<file path="src/rtl/key_debounce_multi.sv">
// Synchronising multi-channel key debouncer with edge pulses and a valid/ack press register.
// MODE=0 debounces the whole vector as one code word; MODE=1 debounces every bit on its own.
module key_debounce_multi #(
    parameter int WIDTH         = 4,
    parameter int STABLE_CYCLES = 1000000,
    parameter int SYNC_STAGES   = 2,
    parameter int MODE          = 0,
    parameter int CNT_W         = $clog2(STABLE_CYCLES)
) (
    input  logic             clk,
    input  logic             n_reset,
    input  logic [WIDTH-1:0] key_in,
    output logic [WIDTH-1:0] debounced_key,
    output logic [WIDTH-1:0] rise_pulse,
    output logic [WIDTH-1:0] fall_pulse,
    output logic             data_available,
    output logic [WIDTH-1:0] code_out,
    output logic             code_valid,
    input  logic             code_ack,
    output logic             overrun
);

    localparam int UNITS = (MODE == 0) ? 1 : WIDTH;
    localparam logic [CNT_W-1:0] CNT_MAX = CNT_W'(STABLE_CYCLES - 1);

    logic [WIDTH-1:0] sync_r [SYNC_STAGES];
    logic [WIDTH-1:0] s_key_s;
    logic [WIDTH-1:0] deb_s;
    logic [WIDTH-1:0] rise_s;
    logic [WIDTH-1:0] fall_s;
    logic             press_s;
    logic [WIDTH-1:0] code_next_s;
    logic             valid_next_s;
    logic             overrun_next_s;

    // Metastability synchroniser chain for the raw pins.
    always_ff @(posedge clk or negedge n_reset) begin
        if (!n_reset) begin
            for (int i = 0; i < SYNC_STAGES; i++) begin
                sync_r[i] <= {WIDTH{1'b0}};
            end
        end else begin
            sync_r[0] <= key_in;
            for (int i = 1; i < SYNC_STAGES; i++) begin
                sync_r[i] <= sync_r[i-1];
            end
        end
    end

    assign s_key_s = sync_r[SYNC_STAGES-1];

    genvar u;
    generate
        for (u = 0; u < UNITS; u++) begin : g_unit
            // In vector mode one unit spans every bit so the word can only change atomically.
            localparam int LO = (MODE == 0) ? 0 : u;
            localparam int HI = (MODE == 0) ? WIDTH - 1 : u;
            localparam int UW = HI - LO + 1;

            logic [UW-1:0]    s_u_s;
            logic [UW-1:0]    cand_r;
            logic [UW-1:0]    deb_r;
            logic [CNT_W-1:0] cnt_r;

            assign s_u_s = s_key_s[HI:LO];

            // Candidate tracking and stability counter; any change restarts the count.
            always_ff @(posedge clk or negedge n_reset) begin
                if (!n_reset) begin
                    cand_r <= {UW{1'b0}};
                    deb_r  <= {UW{1'b0}};
                    cnt_r  <= {CNT_W{1'b0}};
                end else if (s_u_s != cand_r) begin
                    cand_r <= s_u_s;
                    cnt_r  <= {CNT_W{1'b0}};
                end else if (cand_r != deb_r) begin
                    if (cnt_r == CNT_MAX) begin
                        deb_r <= cand_r;
                        cnt_r <= {CNT_W{1'b0}};
                    end else begin
                        cnt_r <= cnt_r + CNT_W'(1);
                    end
                end else begin
                    cnt_r <= {CNT_W{1'b0}};
                end
            end

            assign deb_s[HI:LO] = deb_r;
        end
    endgenerate

    // Edge and press detection against the currently presented level.
    always_comb begin
        rise_s  = deb_s & ~debounced_key;
        fall_s  = ~deb_s & debounced_key;
        press_s = 1'b0;
        if (MODE == 0) begin
            press_s = (deb_s != debounced_key) && (deb_s != {WIDTH{1'b0}});
        end else begin
            press_s = |rise_s;
        end
    end

    // Press register: oldest unacknowledged code wins, a lost press sets overrun.
    always_comb begin
        code_next_s    = code_out;
        valid_next_s   = code_valid;
        overrun_next_s = overrun;
        if (press_s) begin
            if (!code_valid) begin
                code_next_s  = deb_s;
                valid_next_s = 1'b1;
            end else if (code_ack) begin
                code_next_s = deb_s;
            end else begin
                overrun_next_s = 1'b1;
            end
        end else if (code_ack && code_valid) begin
            valid_next_s   = 1'b0;
            overrun_next_s = 1'b0;
        end else begin
            valid_next_s = code_valid;
        end
    end

    // Output registers; the level, its pulses and the press event all land on one edge.
    always_ff @(posedge clk or negedge n_reset) begin
        if (!n_reset) begin
            debounced_key  <= {WIDTH{1'b0}};
            rise_pulse     <= {WIDTH{1'b0}};
            fall_pulse     <= {WIDTH{1'b0}};
            data_available <= 1'b0;
            code_out       <= {WIDTH{1'b0}};
            code_valid     <= 1'b0;
            overrun        <= 1'b0;
        end else begin
            debounced_key  <= deb_s;
            rise_pulse     <= rise_s;
            fall_pulse     <= fall_s;
            data_available <= press_s;
            code_out       <= code_next_s;
            code_valid     <= valid_next_s;
            overrun        <= overrun_next_s;
        end
    end

endmodule

</file>
<file path="config.mk">
export PLATFORM = sky130hd
export DESIGN_NAME = key_debounce_multi
export DESIGN_NICKNAME = d
export VERILOG_FILES = /design/src/rtl/key_debounce_multi.sv
export SDC_FILE = /design/constraint.sdc
export NUM_CORES = 1
export LEC_CHECK = 0
export CORE_ASPECT_RATIO = 1.25
export CORE_MARGIN = 2
export CORE_UTILIZATION = 55
export DETAILED_ROUTE_END_ITERATION = 7
export DONT_BUFFER_PORTS = 1
export PLACE_DENSITY = 0.7
export SYNTH_ARGS = -nofsm -noshare
export SYNTH_HDL_FRONTEND = slang
export SYNTH_SLANG_ARGS = --single-unit
</file>
<file path="constraint.sdc">
create_clock -name clk -period 5.36 [get_ports clk]
set_input_delay 0.536 -clock clk [delete_from_list [all_inputs] [get_ports clk]]
set_output_delay 0.536 -clock clk [all_outputs]
set_load 0.03 [all_outputs]
</file>
# Word-level counts from Yosys, hierarchy flattened
# Cells that the tools add are included.
[word_totals]
output_inout_bits = 19
regBits = 55
[classes]
bitwise_logic = 5
muxes = 10
reduce_logical = 7
n_addsub = 1
n_eq_ne = 7
[op_table]
columns = ["op", "count"]
rows = [
  ["2-to-1 mux 20 bit", 3],
  ["adder 20 x 1 -> 20 bit, second input constant", 1],
  ["== test 20 bit, second input constant", 1],
  ["!= test 4 bit", 3],
  ["bitwise AND 4 bit", 2],
  ["2-to-1 mux 4 bit", 2],
  ["inverter 4 bit", 2],
  ["AND reduction 3 bit", 2],
  ["2-to-1 mux 1 bit", 5],
  ["!= test 2 bit, second input constant", 2],
  ["nonzero test 4 bit", 1],
  ["logical AND 1 bit", 2],
  ["!= test 2 x 1 -> 1 bit, second input constant", 1],
  ["AND reduction 2 bit", 1],
  ["nonzero test 2 bit", 1],
  ["inverter 1 bit", 1],
]

# Logic depth before layout (Yosys ltp)
# Gate-level depths: netlist of the first run.
[depth]
word_depth = 4
depth_mapped = 6

# Worst setup path before layout of the first run
# OpenSTA, ideal clock, no wires.
[synth_path]
path_kind = "reg-to-reg"
startpoint = "register g_unit[0].cnt_r[5]"
endpoint = "register g_unit[0].cnt_r[17]"
arrival_time_ps = 1759
path_slack_ps = 3507
period_less_slack_ps = 1853
path_buffers = 1
stages_incl_launch_ff = 6
setup_ps = 94
cell_sequence = "dfrtp_1 > nand4_2 > or4_1 > buf_2 > or3_1 > a211oi_1"
[synth_between]
elab_chain_cells = 4
word_cells_on_any_way = 5
cone_classes = "1 x add/sub; 1 x eq/ne; 3 x mux"
[synth_rtl]
columns = ["item", "line_no", "rtl"]
rows = [
  ["start, declared", "63", "logic [CNT_W-1:0] cnt_r;"],
  ["start signal, assigned", "72", "cnt_r <= {CNT_W{1'b0}};"],
  ["start signal, assigned", "75", "cnt_r <= {CNT_W{1'b0}};"],
  ["start signal, assigned", "79", "cnt_r <= {CNT_W{1'b0}};"],
  ["adder 20 x 1 -> 20 bit / == test 20 bit (equally long branches)", "81, 77", ""],
  ["2-to-1 mux 20 bit *", "77", "if (cnt_r == CNT_MAX) begin"],
  ["2-to-1 mux 20 bit *", "76", "end else if (cand_r != deb_r) begin"],
  ["2-to-1 mux 20 bit *", "73", "end else if (s_u_s != cand_r) begin"],
]
# Every way passes the cells marked *; elsewhere a longest branch is shown, timed or not.
# A chain may end at the register's enable or synchronous reset.

# Worst setup path after layout of the first run
[layout_path]
startpoint = "register debounced_key[1]"
endpoint = "register code_out[3]"
[layout_between]
elab_chain_cells = 3
[layout_rtl]
columns = ["item", "line_no", "rtl"]
rows = [
  ["start, declared", "13", "output logic [WIDTH-1:0] debounced_key,"],
  ["start signal, assigned", "129", "debounced_key <= {WIDTH{1'b0}};"],
  ["start signal, assigned", "137", "debounced_key <= deb_s;"],
  ["!= test 4 bit", "98", "press_s = (deb_s != debounced_key) && (deb_s != {WIDTH{1'b0}});"],
  ["logical AND 1 bit", "98", ""],
  ["AND reduction 2 bit (no line)", "-", ""],
  ["end signal, assigned", "133", "code_out <= {WIDTH{1'b0}};"],
  ["end signal, assigned", "141", "code_out <= code_next_s;"],
  ["end, declared", "17", "output logic [WIDTH-1:0] code_out,"],
]
# No other way between the ends.

==> summary.md, run 1 <==
| Metric | Value |
|---|---|
| Worst setup startpoint | debounced_key[1] |
| Starting Density | 56.71% |
| Reg clk slew, reported paths | 100 ps |
| Crit path max-delay cell type | dfrtp_1 |
| Fin cells | 244 |
| Critical Path Sink | code_out[3] |
| Critical Path AT | ~2300 ps |
| Fill count | 344 |
| Yosys reg bits | 55 |
| Iteration-0 DRC Markers | 54 |
| Port bufs | 0 |
| Syn avg cell area | approximately 12 µm² |
| Die X-Extent | 61.92 µm |
| YS warnings | 0 |
| Final instance area | approximately 2400 µm² |
| Via density | 5.713 |
| Worst-case clock buffer depth | 2 |
| Post-route DRC | 0 |
| Gp weighted congestion | 0.8456 |
| Type of the tightest min-delay check | input port to asynchronous set/reset pin |
| # Post-CTS Setup Buffers | 0 |
| Area growth syn-to-layout | 6.240% |
| Maximum vdd drop | 0.0002358 V |
| Layout cells sized above 1 | approximately an eighth |
| Worst Max-Slew Pin Slew | slightly below 800 ps |
| Pleak | 1.047 nW |
| Vias in the first global route | 1406 |
| Post-CTS resize count | 0 |
| Final setup TNS | 0 ps |
| Clk sinks | 55 |
| Root Driver | clkbuf_8 |
| # IOs | 26 |
| Reg2reg end | code_out[3] |
| Final setup fails | 0 |
| Die ar. | 4730 µm² |
| Main flop type after synthesis | dfrtp_1 |
| H-tree Lvls | 2 |
| Fin crit share | 39.61% |
| Post-DP HPWL | 2555 µm |
| Worst r2r path cells | 5 |
| Yosys cell types | 32 |
| Post-synth EDFFs | 0 |
| Synth Instances | around 190 |
| Synth Cell Area | 2306 µm² |
| First-pass GRT wire length | 6451 µm |
| Final worst slack | 3237 ps |
| Placed cell count | 236 |
| Total grt overflow | 0 |
| Clock Latency Late Sink | 300 ps |
| Pwr Total | 0.6545 mW |
| Final Hold Viols | 0 |
| Commonest non-fill, non-tap cell in the layout | dfrtp_1 |
| Fin util | 60.25% |
| Net count, final | 204 |
| Hold slack | 69.01 ps |
| Max-cap violation count | 0 |
| All-layer global routing usage | 18.26% |
| Slew margin rel. | 48.28% |
| Commonest non-fill, non-tap cells in the layout | dfrtp_1, nor3_1, xor2_1, inv_1, ha_1 |
| CP peak stage delay | between 500 and 600 ps |
| Skew final | 9.923 ps |
| F_max | between 400 and 500 MHz |
| Critical-path maximum fanout | 5 |
| Core ar. | around 4100 µm² |
| Total CTS buffers | 5 |
| Worst Setup Start Kind | flop |
| Total wire length | around 3700 µm |
| Antenna Nets Post-Route | 0 |
| Fraction of registers with async set or reset after synthesis | 100.0% |
| Place WS | around 3200 ps |
| Antenna violations before repair | 0 |
| CP Cell Sequence | inv_1 > ha_1 > a41oi_1 > nand2_1 > mux2_2 |
| Worst Path Required | approximately 5600 ps |
| PwrDens | 267.1 nW/µm² |
| Status | complete, no violations |
| Critical Setup Path Class | flop to flop |
| Drt pass-1 iters | 2 |
| Area after DPL | 2340 µm² |
| Worst r2r src | debounced_key[1] |
| Ant diodes | 0 |
| Seq/Total Area, Yosys | 59.69% |
| Worst R2R Setup Slack | 3240 ps |
| Row count | 26 |
| Synth Net Count | 204 |
| Die Ht | 76.40 µm |
| Min Tclk post-route | 2123 ps |
| Setup crit end kind | flop |
| RSZ-0062 raised after global routing | no |
| Final Max Tran Viols | 0 |
| Largest net degree at the start of global routing | 56 |
| CTS tree | done |
| Routed wire per std cell | around 15 µm |
| Hold_buf cts | 1 |
| Total number of vias | 1394 |
==> power by group <==
part           internal [mW]  switching (mW)
combinational        0.00500          0.0113
sequential             0.420         0.00361
clock                 0.0896           0.125
==> how the worst min path moves through the flow <==
stage,start,endpoint,slack (ps),cells after the start
after global routing,n_reset,debounced_key[0],80,1
final,n_reset,fall_pulse[2],70,1
after CTS,n_reset,rise_pulse[1],80,1
after global placement,n_reset,fall_pulse[0],240,0
after floorplan,n_reset,code_out[0],240,0
after detailed placement,n_reset,rise_pulse[1],240,0
==> kinds of logic after synthesis <==
kind of cell | after synthesis | share of synthesized area [%]
AOI/OAI and AO/OA | 14 | 3.907
DFF | 55 | 59.69
and+or+nand+nor | 60 | 15.79
muxes | 8 | 3.907
adders and majority gates | 9 | 4.883
xor gates and xnor gates | 21 | 7.976
buffers and inverters | 21 | 3.852
==> metal layers <==
metal | global-route usage [%] | wire, µm | up-vias | share of wire [%]
li1 | - | - | 654 | -
met1 | 22.04 | 1472 | 701 | 40
met2 | 30.00 | 1967 | 34 | 53
met3 | 4.924 | 179 | 5 | 4.9
met4 | 7.234 | 63 | 0 | 1.7
met5 | 0 | 0 | - | 0
==> worst max-delay path, delay by kind of cell, from the launching register on <==
| family | cells | cell delay, ps |
|---|---|---|
| simple gates | 1 | 260 |
| flops | 1 | 570 |
| compound gates | 1 | 430 |
| mux | 1 | 330 |
| buf+inv | 1 | 120 |
| fa+ha+maj | 1 | 320 |
==> cells in the mapped netlist (2+ instances only) <==
| cell type | n | area share (%) |
|---|---|---|
| or3_1 | 4 | 1.1 |
| xnor2_1 | 7 | 2.7 |
| nor4_1 | 7 | 1.9 |
| dfrtp_1 | 55 | 60 |
| nand4_1 | 6 | 1.6 |
| ha_1 | 9 | 4.9 |
| nor3_1 | 15 | 3.3 |
| nand2_1 | 5 | 0.81 |
| and4_1 | 3 | 1.1 |
| inv_1 | 12 | 2.0 |
| mux2_2 | 8 | 3.9 |
| nand2b_1 | 3 | 0.81 |
| buf_2 | 2 | 0.43 |
| o21ai_0 | 6 | 1.3 |
| nand3_1 | 7 | 1.5 |
| xor2_1 | 14 | 5.3 |
| clkbuf_1 | 6 | 0.98 |
| a211oi_1 | 5 | 1.6 |
==> flip-flops by register name (all words and copies together) (netlist names) <==
signal	count
deb_s	4
overrun	1
code_out	4
g_unit.cnt_r	20
fall_pulse	4
code_valid	1
rise_pulse	4
debounced_key	4
data_available	1
sync_r	4
g_unit.s_u_s	4
g_unit.cand_r	4
==> final cells by class <==
class	count	area, µm²	area share (%)
sequential	55	1376	56.18
multi-input combinational	112	840.8	34.32
tap	56	70.07	2.860
clock buffer	5	68.82	2.809
inverter	12	45.04	1.839
timing repair buffer	2	35.03	1.430
clock inverter	2	13.76	0.5618
No activity file was read; power rests on OpenSTA's default activity.
==> run 2: changes to the inputs <==
--- a/config.mk
+++ b/config.mk
@@ -10,7 +10,7 @@
 export CORE_UTILIZATION = 55
 export DETAILED_ROUTE_END_ITERATION = 7
 export DONT_BUFFER_PORTS = 1
-export PLACE_DENSITY = 0.7
+export PLACE_DENSITY = 0.73
 export SYNTH_ARGS = -nofsm -noshare
 export SYNTH_HDL_FRONTEND = slang
 export SYNTH_SLANG_ARGS = --single-unit
==> constraint.sdc (replaced) <==
create_clock -name clk -period 1.73 [get_ports clk]
set_input_delay 0.173 -clock clk [delete_from_list [all_inputs] [get_ports clk]]
set_output_delay 0.173 -clock clk [all_outputs]
set_load 0.03 [all_outputs]
==> summary.md, run 2 (synthesis results as in run 1) <==
| Metric | Value |
|---|---|
| Commonest non-fill, non-tap cells in the layout | dfrtp_1, buf_4, nor3_1, xor2_1, inv_1 |
| Final setup fails | 8 (+8) |
| All-layer global routing usage | 21.18% (+2.9 points) |
| CP Cell Sequence | nor4_2 > nand4_1 > nor4b_4 > buf_4 > mux2_4 |
| Fill count | 266 (-23%) |
| Clock Latency Late Sink | 320 ps (+20 ps) |
| Ant diodes | 0 (unchanged) |
| Total CTS buffers | 5 (unchanged) |
| Clk sinks | 55 (unchanged) |
| Worst R2R Setup Slack | -130 ps (-3370 ps) |
| Min Tclk post-route | 1865 ps (-258.3 ps) |
| Switch share | 22.51% (+1.1 points) |
| Pwr Total | 2.107 mW (+220%) |
| Slew margin rel. | 76.42% (+28 points) |
| Met2 Resource Use GR | 35.89% (+5.9 points) |
| Area after DPL | 2600 µm² (+11%) |
| Met3 Use GR | 4.754% (-0.17 points) |
| Clk pwr share | 33.5% (+0.7 points) |
| Type of the tightest min-delay check | input port to flop |
| M1 GR Usage | 25.06% (+3.0 points) |
| Status | finished with violations |
| Via density | 5.572 (-2.5%) |
| PwrDens | 706.6 nW/µm² (+160%) |
| Iteration-0 DRC Markers | 98 (+81%) |
| Pleak | 1.318 nW (+26%) |
| Die Ht | 76.40 µm (unchanged) |
| # IOs | 26 (unchanged) |
| Antenna violations before repair | 0 (unchanged) |
| Total grt overflow | 0 (unchanged) |
| Final Max Tran Viols | 0 (unchanged) |
| Core ar. | 4066 µm² (unchanged) |
| Reg clk slew, reported paths | 90 ps (about the same) |
| H-tree Lvls | 2 (unchanged) |
| CP peak stage delay | 400 ps (-170 ps) |
| Layout cells sized above 1 | 36.02% (+24 points) |
| First-pass GRT wire length | 7348 µm (+14%) |
| Top delay family on crit path | simple AND/OR/NAND/NOR gates |
| Hold path cells | 2 |
| Worst-case clock buffer depth | 2 (unchanged) |
| Max-cap violation count | 0 (unchanged) |
| Worst r2r path cells | 5 (unchanged) |
| Maximum vdd drop | 0.0006329 V (+170%) |
| Flop pwr share | 62.2% (-2.5 points) |
| Row count | 26 (unchanged) |
| Die X-Extent | 61.92 µm (unchanged) |
| Gp weighted congestion | 0.9260 (+9.5%) |
| Starting Density | 56.71% (unchanged) |
| Top reg by flops | g_unit.cnt_r |
| Largest net degree at the start of global routing | 56 (unchanged) |
| Fin crit share | 107.8% (+68 points) |
| GRT Max-Usage Layer | met2 |
| Combinational share of power | 4.3% (+1.8 points) |
| Max reg flops | 20 (unchanged) |
| Total number of vias | 1627 (+17%) |
| Drt pass-1 iters | 4 (+2) |
| Total wire length | 4912 µm (+33%) |
| Area growth syn-to-layout | 29.30% |
| Antenna Nets Post-Route | 0 (unchanged) |
| Root Driver | clkbuf_8 |
| CTS tree | done |
| Final Hold Viols | 0 (unchanged) |
| Final worst slack | -135.0 ps (-3372 ps) |
| F_max | 536.2 MHz (+14%) |
| Setup crit end kind | flop |
| Critical-path maximum fanout | 4 (-1) |
| Port bufs | 0 (unchanged) |
| Critical Path AT | 2060 ps (-260 ps) |
| Final instance area | 2982 µm² (+22%) |
| Post-route DRC | 0 (unchanged) |
| Net count, final | 251 (+23%) |
| Critical Setup Path Class | flop to flop |
| Int Pwr | 1.633 mW (+220%) |
| Buf/Inv on CP | 1 (unchanged) |
| Post-DP HPWL | 2862 µm (+12%) |
| Routed wire per std cell | 16.82 µm (+12%) |
| Levels on crit path | 5 (unchanged) |
| Die ar. | 4730 µm² (unchanged) |
| Worst Max-Slew Pin Slew | 353.7 ps (-422.2 ps) |
| Crit path max-delay cell type | dfrtp_1 |
| Worst Path Required | 1930 ps (-3630 ps) |
| Failing checks | negative setup slack |
| Commonest non-fill, non-tap cell in the layout | dfrtp_1 |
| RSZ-0062 raised after global routing | yes |
| Worst Setup Start Kind | flop |
| Net Sw Power | 0.4742 mW (+240%) |
| Skew final | 10.31 ps (+0.3885 ps) |
| Vias in the first global route | 1608 (+14%) |
==> run 2: worst paths after layout <==
kind	from	to
max in group asynchronous	n_reset	deb_s[3]
worst min register to register	sync_r[5]	g_unit[0].s_u_s[1]
worst max register to register	g_unit[0].cnt_r[12]	deb_s[1]
worst min-delay path	code_ack	code_valid
worst max-delay path	g_unit[0].cnt_r[12]	deb_s[1]
min in group asynchronous	n_reset	fall_pulse[2]
==> run 2: through the flow <==
step           hold slack (ps)  instances  worst slack (ps)  setup TNS [ps]  utilization [%]
3_3_place_gp            -121.5        269            -106.0          -479.7            63.94
2_1_floorplan           -122.6        188            -77.98          -420.9                -
4_1_cts                  60.44        287            -76.10          -262.9            69.78
6_report                 98.22        292            -135.0          -583.6            73.32
3_5_place_dp            -121.5        269            -212.1           -1109            63.94
5_1_grt                  105.5        292            -207.2           -1568            73.32
==> run 2: per-layer routing <==
layer	vias to the layer above	part of all wire [%]	wire [µm]
met1	810	40	1949
met2	48	53	2612
met5	-	0	0
met4	0	2.7	131
met3	13	4.4	218
li1	756	-	-
==> run 2: cell type report <==
cell class                 count  area, µm²  area share (%)
sequential                    55       1381           46.33
multi-input combinational    113      972.2           32.61
timing repair buffer          48      424.2           14.23
clock buffer                   6      72.57           2.434
tap                           56      70.07           2.350
inverter                      12      45.04           1.511
clock inverter                 2      16.27          0.5455
==> run 2: power by group through the flow <==
stage               Combinational, mW  Sequential [mW]  Clock, mW
detailed placement             0.0312             1.34          0
floorplan                      0.0236             1.33          0
finish                         0.0913             1.31      0.706
CTS                            0.0767             1.31      0.715
global route                    0.101             1.31      0.778
global placement               0.0303             1.33          0
==> run 2: what timing repair did <==
item	CTS	global route
gates resized for setup	8	22
buffers inserted	2	4
gates cloned	1	1
endpoints found under the setup margin	9	28
hold buffers	7	0
pin swaps	4	7
endpoints found under the hold margin	60	0
==> patch (settings of run 2) <==
The parameter `MODE` goes from 0 to 1. Comments in the files are not updated.
--- a/src/rtl/key_debounce_multi.sv
+++ b/src/rtl/key_debounce_multi.sv
@@ -5,5 +5,5 @@
     parameter int STABLE_CYCLES = 1000000,
     parameter int SYNC_STAGES   = 2,
-    parameter int MODE          = 0,
+    parameter int MODE          = 1,
     parameter int CNT_W         = $clog2(STABLE_CYCLES)
 ) (
Behaviour: same outputs for any inputs over 10 cycles, from zero or initial values and one cycle with n_reset low; that may be too few to reach the edited logic, so the function may still have changed.
==> patch against run 2 <==
- the flow finishes with violations (negative hold slack, negative setup slack)
- cell area rose by 130%
- routed wire length increased by 130%
- clock power increased to 4.6 times the old value
- first-iteration DRC count up 120%
- power grew to 2.9 times the old value
- clock skew shrank 0.0029 ns
- count of clock-buffer cells in the layout is 19 higher
- critical path depth stayed put
- synthesized cell count grew to 2.7 times the old value
- worst setup slack got worse by 0.13 ns
- synthesized area increased by 120%
- sequential cell count grew 60
- largest cell class unchanged
==> patch: results (changes against run 2) <==
- The global-route met1 utilization was 0.290 (+0.0390).
* Worst Skew: 0.00737 ns (-0.00294 ns)
- By count the netlist is led by sky130_fd_sc_hd__dfrtp_1 (115), sky130_fd_sc_hd__nor2_1 (55), sky130_fd_sc_hd__nand3_1 (34).
* CTS H-tree lvls: 4 (+2)
* Layout cells sized above 1: 0.278 (-0.0821)
* End of the worst register-to-register path: g_unit[3].cnt_r[15]$_DFF_PN0_
- Met2 Use GR: 0.412 (+0.0530)
- Signal buf overhead: 0.118 (-0.0244)
- Slowest stage delay, CP: 0.55 ns (+0.15 ns)
* Vias: 4,156 (+160%)
- Aggregate global-route resource usage: 0.242 (+0.0307)
* Multi-input gate share of total cell area: 0.346 (+0.0199)
- Post-Route M1 WL: 4700 µm (+140%)
- Worst slack at placement: -0.275 ns (-0.0630 ns)
- The number of non-filler instances in the completed layout came to 738 (+150%).
- The post-cts hold buffer count is 5 (-2).
- The worst-case setup margin in the final layout was -0.266 ns (-0.131 ns).
- The largest fanout of any net on the critical path was 11 (+7).
- The amount of wire on met2 after detailed routing came to 5960 µm (+130%).
- Post-Synth Adder-Cell Area: 0.00973 (-0.0391)
- The sequential share of cell area is 0.425 (-0.0387).
* Met3 routing resource usage after global routing: 0.0617 (+0.0142)
- The number of fillers in the final layout came to 616 (+130%).
- Violations in the final reports: negative hold slack, negative setup slack
* Outcome: finished, violations left
- Placed cell area: 5920 µm² (+130%)
- Placed cells: 691 (+160%)
- Placed wire-length estimate: 7260 µm (+150%)
- The final-report setup violation count is 45 (+37).
* Synth Net Count: 512 (+150%)
- Parity-gate share of the synthesized area counting xor and xnor cells: 0.0749 (-0.00484)
- The area taken by multi-input logic gates is 2350 µm² (+140%).
* Clock network area share: 0.0812 (+0.0514)
- Worst min-delay path class: in -> async
- The total of clock buffers placed in the layout is 25 (+19).
* Met3 wire length: 358 µm (+64%)
- Clock tree synthesis selected as its root buffer the cell sky130_fd_sc_hd__clkbuf_16.
- The number of multi-input logic gates was 355 (+210%).
- The clock input transition at the sequential cells of the worst setup and hold paths is 0.05 ns (-0.04 ns).
* Non-CTS inverters: 14 (+2)
* Origin of the critical flop-to-flop path: g_unit[3].cnt_r[15]$_DFF_PN0_
- The largest individual stage delay along the critical path comes from the cell sky130_fd_sc_hd__or4_4.
* Leakage power of the design: 2.91 nW (+120%)
- The number of nets in the layout came to 614 (+140%).
- The compound-cell area share of the yosys netlist came to 0.0800 (+0.0410).
- Final count of hold timing violations: 115 (+115)
* Largest voltage drop on the vdd net: 589 µV (-7.0%)
- The initial DRC count is 218 (+120%).
- The final hold slack came to -0.537 ns (-0.636 ns).
* Slew of the pin with the lowest slew margin: 0.401 ns (+0.0473 ns)
- The first-pass GRT wire length came to 19,500 µm (+170%).
- WP data arrival: 2.28 ns (+0.22 ns)
- The mean area per synthesized cell came to 10.3 µm² (-16%).
-- patch: logic make-up (layout without fill, tap and decap cells) --
kind of cell    Yosys count  in the layout
compound gates           74             74
xor+xnor                 44             44
fa+ha+maj                 4              4
buf+inv                  31            145
flops                   115            115
mux                       4              4
simple gates            229            229
-- patch: power by group through the flow --
stage	combinational, W	sequential, W	clock (W)
after floorplan	0.0000551	0.00278	0
after global placement	0.0000848	0.00278	0
after detailed placement	0.0000879	0.00278	0
after global routing	0.000122	0.00274	0.00342
after CTS	0.000106	0.00273	0.00329
final	0.000111	0.00273	0.00324
-- patch: per-stage QoR --
step	hold WS (ns)	total power [W]
2_1_floorplan	-0.123	0.00283
3_3_place_gp	-0.120	0.00286
3_5_place_dp	-0.119	0.00287
4_1_cts	-0.555	0.00613
5_1_grt	-0.564	0.00627
6_report	-0.537	0.00608
-- patch: repair_timing --
action,in CTS,in global routing
endpoints found under the hold margin,120,115
pin swaps,3,7
gates cloned,1,0
setup buffers,3,7
endpoints found under the setup margin,53,72
gates resized for setup,20,24
